===== config.mk =====
export PLATFORM = sky130hd
export DESIGN_NAME = pool_readout_ctrl
export DESIGN_NICKNAME = d
export VERILOG_FILES = /design/src/rtl/pool_readout_ctrl.sv
export SDC_FILE = /design/constraint.sdc
export NUM_CORES = 1
export LEC_CHECK = 0
export ABC_AREA = 1
export CAP_MARGIN = 10
export CORE_UTILIZATION = 42
export CTS_CLUSTER_DIAMETER = 50
export DETAILED_ROUTE_END_ITERATION = 8
export PLACE_DENSITY = 0.74
export SYNTH_ARGS = -nofsm -noshare
export SYNTH_HDL_FRONTEND = slang
export SYNTH_SLANG_ARGS = --single-unit

===== constraint.sdc =====
create_clock -name clk_i -period 3.39 [get_ports clk_i]
set_input_delay 0.8475 -clock clk_i [delete_from_list [all_inputs] [get_ports clk_i]]
set_output_delay 0.8475 -clock clk_i [all_outputs]
set_load 0.1 [all_outputs]

===== src/rtl/pool_readout_ctrl.sv =====
`default_nettype none
// ============================================================================
//  Module   : pool_readout_ctrl
//  Purpose  : Reads the conv/max-pool result memory after the engine finishes.
//             Each word is binarised against max*5/8 and the resulting
//             black/white pixel is written into the VGA frame buffer.
//  Revision : 1.0 - initial release
// ============================================================================
module pool_readout_ctrl #(
  parameter int DEPTH  = 6045,
  parameter int AW     = 13,
  parameter int DW     = 20,
  parameter int PW     = 12,
  parameter int RD_LAT = 1
) (
  input  logic          clk_i,
  input  logic          reset_ni,
  input  logic          start_i,
  input  logic          abort_i,
  input  logic          conv_done_i,
  input  logic [DW-1:0] max_val_i,
  output logic          rd_en_o,
  output logic [AW-1:0] rd_addr_o,
  input  logic [DW-1:0] rd_data_i,
  output logic          fb_we_o,
  output logic [AW-1:0] fb_addr_o,
  output logic [PW-1:0] fb_data_o,
  output logic          busy_o,
  output logic          done_o,
  output logic [AW:0]   black_cnt_o
);

  typedef enum logic [2:0] {
    S_IDLE      = 3'd0,
    S_WAIT_CONV = 3'd1,
    S_LATCH_THR = 3'd2,
    S_READ      = 3'd3,
    S_DRAIN     = 3'd4,
    S_DONE      = 3'd5
  } state_t;

  localparam logic [AW-1:0] LAST_ADDR = AW'(DEPTH - 1);

  state_t          state_q;
  logic            rd_en_q;
  logic [AW-1:0]   rd_addr_q;
  logic            busy_q;
  logic            done_q;
  logic [DW-1:0]   thr_q;
  logic [2:0]      drain_q;
  logic [AW:0]     black_cnt_q;
  logic [AW:0]     black_cnt_d;
  logic [RD_LAT-1:0] vld_q;
  logic [AW-1:0]   addr_q [RD_LAT];

  logic [DW-1:0]   thr_d;
  logic            abort_act;
  logic            wr_black;

  // Threshold is max*5/8 built from two truncating shifts.
  assign thr_d     = (max_val_i >> 1) + (max_val_i >> 3);
  // Abort only matters once a pass has been requested.
  assign abort_act = abort_i && (state_q != S_IDLE);

  // Write port comes straight off the last pipeline stage and the memory data.
  assign fb_we_o   = vld_q[RD_LAT-1];
  assign fb_addr_o = addr_q[RD_LAT-1];
  assign wr_black  = fb_we_o && (rd_data_i > thr_q);
  assign fb_data_o = (fb_we_o && !wr_black) ? {PW{1'b1}} : {PW{1'b0}};

  // Read enable is cut in the abort cycle itself so no further reads issue.
  assign rd_en_o     = rd_en_q && !abort_i;
  assign rd_addr_o   = rd_addr_q;
  assign busy_o      = busy_q;
  assign done_o      = done_q;
  assign black_cnt_o = black_cnt_q;

  // Readout sequencer; all handshake and read-port outputs are registered here.
  always_ff @(posedge clk_i or negedge reset_ni) begin
    if (!reset_ni) begin
      state_q   <= S_IDLE;
      rd_en_q   <= 1'b0;
      rd_addr_q <= '0;
      busy_q    <= 1'b0;
      done_q    <= 1'b0;
      thr_q     <= '0;
      drain_q   <= '0;
    end else if (abort_act) begin
      state_q <= S_IDLE;
      rd_en_q <= 1'b0;
      busy_q  <= 1'b0;
      done_q  <= 1'b0;
    end else begin
      case (state_q)
        S_IDLE: begin
          if (start_i) begin
            state_q <= S_WAIT_CONV;
            busy_q  <= 1'b1;
          end
        end
        S_WAIT_CONV: begin
          if (conv_done_i) state_q <= S_LATCH_THR;
        end
        S_LATCH_THR: begin
          thr_q     <= thr_d;
          rd_en_q   <= 1'b1;
          rd_addr_q <= '0;
          state_q   <= S_READ;
        end
        S_READ: begin
          if (rd_addr_q == LAST_ADDR) begin
            rd_en_q <= 1'b0;
            drain_q <= 3'(RD_LAT - 1);
            state_q <= S_DRAIN;
          end else begin
            rd_addr_q <= rd_addr_q + 1'b1;
          end
        end
        S_DRAIN: begin
          // Last word's write happens in the final drain cycle.
          if (drain_q == 3'd0) begin
            busy_q  <= 1'b0;
            done_q  <= 1'b1;
            state_q <= S_DONE;
          end else begin
            drain_q <= drain_q - 3'd1;
          end
        end
        S_DONE: begin
          if (start_i) begin
            done_q  <= 1'b0;
            busy_q  <= 1'b1;
            state_q <= S_WAIT_CONV;
          end
        end
        default: begin
          state_q <= S_IDLE;
          rd_en_q <= 1'b0;
          busy_q  <= 1'b0;
          done_q  <= 1'b0;
        end
      endcase
    end
  end

  // Valid/address delay line that tracks the memory read latency.
  always_ff @(posedge clk_i or negedge reset_ni) begin
    if (!reset_ni) begin
      vld_q <= '0;
      for (int i = 0; i < RD_LAT; i++) addr_q[i] <= '0;
    end else if (abort_act) begin
      vld_q <= '0;
    end else begin
      vld_q[0]  <= rd_en_q;
      addr_q[0] <= rd_addr_q;
      for (int i = 1; i < RD_LAT; i++) begin
        vld_q[i]  <= vld_q[i-1];
        addr_q[i] <= addr_q[i-1];
      end
    end
  end

  // Black pixel count: cleared when a pass latches its threshold, kept on abort.
  always_comb begin
    black_cnt_d = black_cnt_q;
    if (state_q == S_LATCH_THR && !abort_i) begin
      black_cnt_d = '0;
    end else if (wr_black) begin
      black_cnt_d = black_cnt_q + (AW+1)'(1);
    end
  end

  // Black pixel count register.
  always_ff @(posedge clk_i or negedge reset_ni) begin
    if (!reset_ni) black_cnt_q <= '0;
    else           black_cnt_q <= black_cnt_d;
  end

endmodule
`default_nettype wire


Word level (Yosys, flattened, before mapping)
Index checks and enable logic that the tools add are counted.
{ "word_totals": {"register_bits": 70, "latch_bits": 0, "mem_bits_rw": 0, "rom_bits": 0, "input_bits": 45, "output_inout_bits": 56, "wordCells": 83, "memories": 0} }
{ "classes": {"n_addsub": 4, "multipliers": 0, "div_mod_pow": 0, "n_lt_le_gt_ge": 1, "n_eq_ne": 17, "n_shift": 0, "mux": 26, "bitwise": 1, "n_reduce_logical": 24} }
{ "op_table": {"columns": ["op", "count"], "rows": [
  ["$mux W14", 2],
  ["$pmux W13 S2", 1],
  ["$mux W3", 7],
  ["$add A19 B17 Y20", 1],
  ["$gt A20 B20 Y1", 1],
  ["$pmux W3 S5", 1],
  ["$add A14 B1 Y14 const B", 1],
  ["$add A13 B1 Y13 const B", 1],
  ["$eq A13 B13 Y1 const B", 1],
  ["$mux W13", 1],
  ["$mux W12", 1],
  ["$ne A3 B3 Y1 const B", 4],
  ["$mux W1", 9],
  ["$pmux W1 S3", 3],
  ["$reduce_and A3 Y1", 3],
  ["$reduce_and A4 Y1", 2],
  ["$reduce_or A4 Y1", 2],
  ["$eq A3 B2 Y1 const B", 2],
  ["$eq A3 B3 Y1 const B", 2],
  ["$logic_not A3 Y1", 2],
  ["$ne A2 B1 Y1 const B", 3],
  ["$ne A2 B2 Y1 const B", 3],
  ["$pmux W3 S2", 1],
  ["$reduce_bool A2 Y1", 3],
  ["10 further kinds", 16]
]} }

Longest topological paths before layout
{ "depth": {"word_depth": 5, "depth_mapped": 15, "ltp_nobuf": 14} }

Worst setup path before layout
Ideal clock, no wire load.
{ "synth_timing": {"kind": "in2out", "start": "input rd_data_i[15]", "end": "output fb_data_o[10]", "arrival_ps": 5046, "t_required_ps": 2543, "setup_slack_ps": -2504, "cell_stages": 8, "n_path_buf": 1, "path_cell_list": "ha_1 -> nand2_1 -> nor2_1 -> nand2_2 -> nor2_2 -> nand3_1 -> a21boi_0 -> buf_4"} }
{ "synth_between": {"elab_chain_len": 5} }
{ "synth_lines": {"columns": ["element", "line_no", "text"], "rows": [
  ["from (decl)", "24", "input logic [DW-1:0] rd_data_i,"],
  ["$gt A20 B20 Y1", "68", "assign wr_black = fb_we_o && (rd_data_i > thr_q);"],
  ["$logic_and A1 B1 Y1", "68", null],
  ["$logic_not A1 Y1", "69", "assign fb_data_o = (fb_we_o && !wr_black) ? {PW{1'b1}} : {PW{1'b0}};"],
  ["$logic_and A1 B1 Y1", "69", null],
  ["$mux W12", "69", null],
  ["to (decl)", "27", "output logic [PW-1:0] fb_data_o,"]
]} }
No other way between the ends.

Final worst setup path
{ "layout_timing": {"start": "input rd_data_i[8]", "end": "output fb_data_o[11]"} }
Same word-level chain as after synthesis.

==> impl_metrics.toml <==
[final_layout]
final_layout_size_suffix_gt1_share_pct = 18.8
n_antenna_cell = 0
fin_nets = 903
final_util_pct = 57.4
area_growth_syn_to_layout_pct = 33.4

[synth]
syn_inst = 720
synth_ff_type = "dfrtp_1"
synth_seq_cells = 70
synth-seq-area-share_pct = 34.0
ys_types = 41
synth.avg_cell_area_um2 = 7.15
syn-num-nets = 808
synth_area_um2 = 5150
synth_async_sr_flop_share_pct = 100
synth_edf_count = 0
ys_warn_count = 0

[routing]
drcViolationCount = 0
wl_per_cell_um = 12.7
vias = 4861
ant_nets = 0
routed_wl_um = 12300
drtIter0Drc = 284
drt_first_pass_iters = 6
drt-vias-per-instance = 5.03

[power]
ir_worst_vdd_mv = 0.360
p_per_area_nw_per_um2 = 788
p_leak_nw = 3.41
finalPower_mw = 5.41

[sta]
min_period_ns = 3.31
setup_tns_ns = 0
setup_viol = 0
drv_slew = 0
finalCritPeriodShare_pct = 97.6
skew_ns = 0.00620
final-hold-violation-count = 0
whs_ns = 0.477
worst_pin_slew_ns = 1.06
setup_slack_ns = 0.0821
fmax_mhz = 302
slew_headroom_pct = 29.3

[setup_path]
crit_type = "in2out"
end_kind = "output pin"
critical_path.max_fanout = 6
start_kind = "primary input"
worst_ep_required_time_ns = 2.54
cp.arrival_ns = 2.46
critPathLaunch = "rd_data_i[8]"
regToRegStartpoint = "thr_q[15]$_DFFE_PN0P_"

[grt]
grt_pass1_vias = 4444
track_usage_pct = 19.6
grt_first_pass_wirelength_um = 20300
grt_max_degree = 47
overflow = 0
antenna_found_initial = 0

[floorplanning]
core.rowCount = 40
pin_count = 101
coreArea_um2 = 12000
die_height_um = 113
start_util_pct = 43.0
die_area_um2 = 12700
die_w_um = 113

[clocking]
clockRootBuffer = "clkbuf_16"
cts_tree = "built"
clk_pin_slew_ns = 0.06
worst_skew_pair.late_latency_ns = 0.32
clock_sinks = 70
cts-buffers-inserted = 9
cts_buffer_depth = 2
htree_levels = 3

[place]
globalplace.congestion = 0.880
dpl.hpwl_um = 9110
place_ws_ns = -0.200
port_buffers = 99

[flow_run]
max_cap_violations = 0

[hold_path]
hp-start = "done_o$_DFFE_PN0P_"
hold_class = "reg2reg"

[outcome]
status = "complete, no violations"
## power by group
| group | leakage (nW) | total [mW] | switching [mW] | internal (mW) |
|---|---|---|---|---|
| Clock | 0.151 | 1.01 | 0.345 | 0.661 |
| Sequential | 0.929 | 1.21 | 0.150 | 1.05 |
| Combinational | 2.33 | 3.20 | 2.13 | 1.07 |
## critical path, cell delays in order
cell and delay [ns]:
dlygate4sd2_1 0.24, ha_1 0.28, nand2_2 0.07, nor2_4 0.10, nand2_2 0.07, nor2_4 0.09, nand3_2 0.11, a21boi_4 0.24
clkbuf_16 0.23, buf_16 0.18
## cell families (layout without fill, tap and decap cells)
kind of cell	count (synthesis)	in the layout	share of synthesized area, %
buf+inv	110	209	9.75
simple gates	392	392	33.4
flops	70	70	34.0
xor+xnor	20	20	3.40
fa+ha+maj	43	43	10.6
compound gates	85	85	8.85
## timing repair
action	CTS	global route
hold endpoints to repair	0	0
gates resized for setup	40	35
buffers inserted	2	2
pin swaps	25	20
cloned	1	0
endpoints found under the setup margin	12	12
hold buffers	0	0
## routing by layer
layer	GRT usage, %	vias up	share of wire, %
met3	3.70	6	5.3
met1	25.7	2224	47
met5	0	-	0
li1	-	2502	-
met4	4.18	0	0.64
met2	33.8	129	47
## cells in the final DEF (no fill, tap or decap), types with 5 or more instances in the layout
cell type,n
nand2_1,202
inv_1,81
dfrtp_1,70
nand3_1,61
nor2_1,60
buf_4,53
o21ai_0,36
ha_1,28
clkdlybuf4s50_1,23
a21oi_1,22
nand2_2,20
nor3_1,14
ha_4,14
xor2_1,13
clkbuf_16,10
clkbuf_2,9
o21ai_1,8
nand4_1,8
buf_12,8
xnor2_1,7
dlygate4sd2_1,6
buf_16,6
nor2_4,5
## state kept, by name (all words and copies together), names as in the netlist
register,flops
thr_q,20
black_cnt_o,14
fb_addr_o,13
rd_addr_o,13
drain_q,3
state_q,3
busy_o,1
done_o,1
fb_we_o,1
rd_en_q,1
## worst paths after layout
path	endpoint	slack (ns)	cells past startpoint
min	done_o$_DFFE_PN0P_	0.48	2
max	fb_data_o[11]	0.08	10
min in group asynchronous	thr_q[2]$_DFFE_PN0P_	0.72	1
min reg2reg	done_o$_DFFE_PN0P_	0.48	2
max in group asynchronous	fb_addr_o[2]$_DFFE_PN0N_	1.89	2
max reg2reg	black_cnt_o[12]$_DFFE_PN0P_	1.12	15
## cells in the mapped netlist (8+ instances only)
cell | count | area share, %
nand2_1 | 211 | 15
inv_1 | 81 | 5.9
dfrtp_1 | 70 | 34
nor2_1 | 63 | 4.6
nand3_1 | 62 | 6.0
ha_1 | 42 | 10
o21ai_0 | 37 | 3.6
a21oi_1 | 27 | 2.6
nand2_2 | 14 | 1.7
nor3_1 | 14 | 1.4
buf_4 | 13 | 1.9
xor2_1 | 13 | 2.2
buf_2 | 11 | 1.1
nand4_1 | 8 | 0.97
## cell type report
class | instances | area, um^2
tap | 147 | 184
clock buffer | 10 | 239
fill | 1097 | 5100
inverter | 83 | 314
clock inverter | 5 | 83.8
sequential | 70 | 1750
timing repair buffer | 111 | 1120
multi-input combinational | 540 | 3170
## stage by stage
step                instances  cell area (um^2)
detailed placement        946              6380
CTS                       964              6810
global placement          946              6380
global route              966              6870
finish                    966              6870
floorplan                 720              5330
Power figures use the tool's default switching activity.
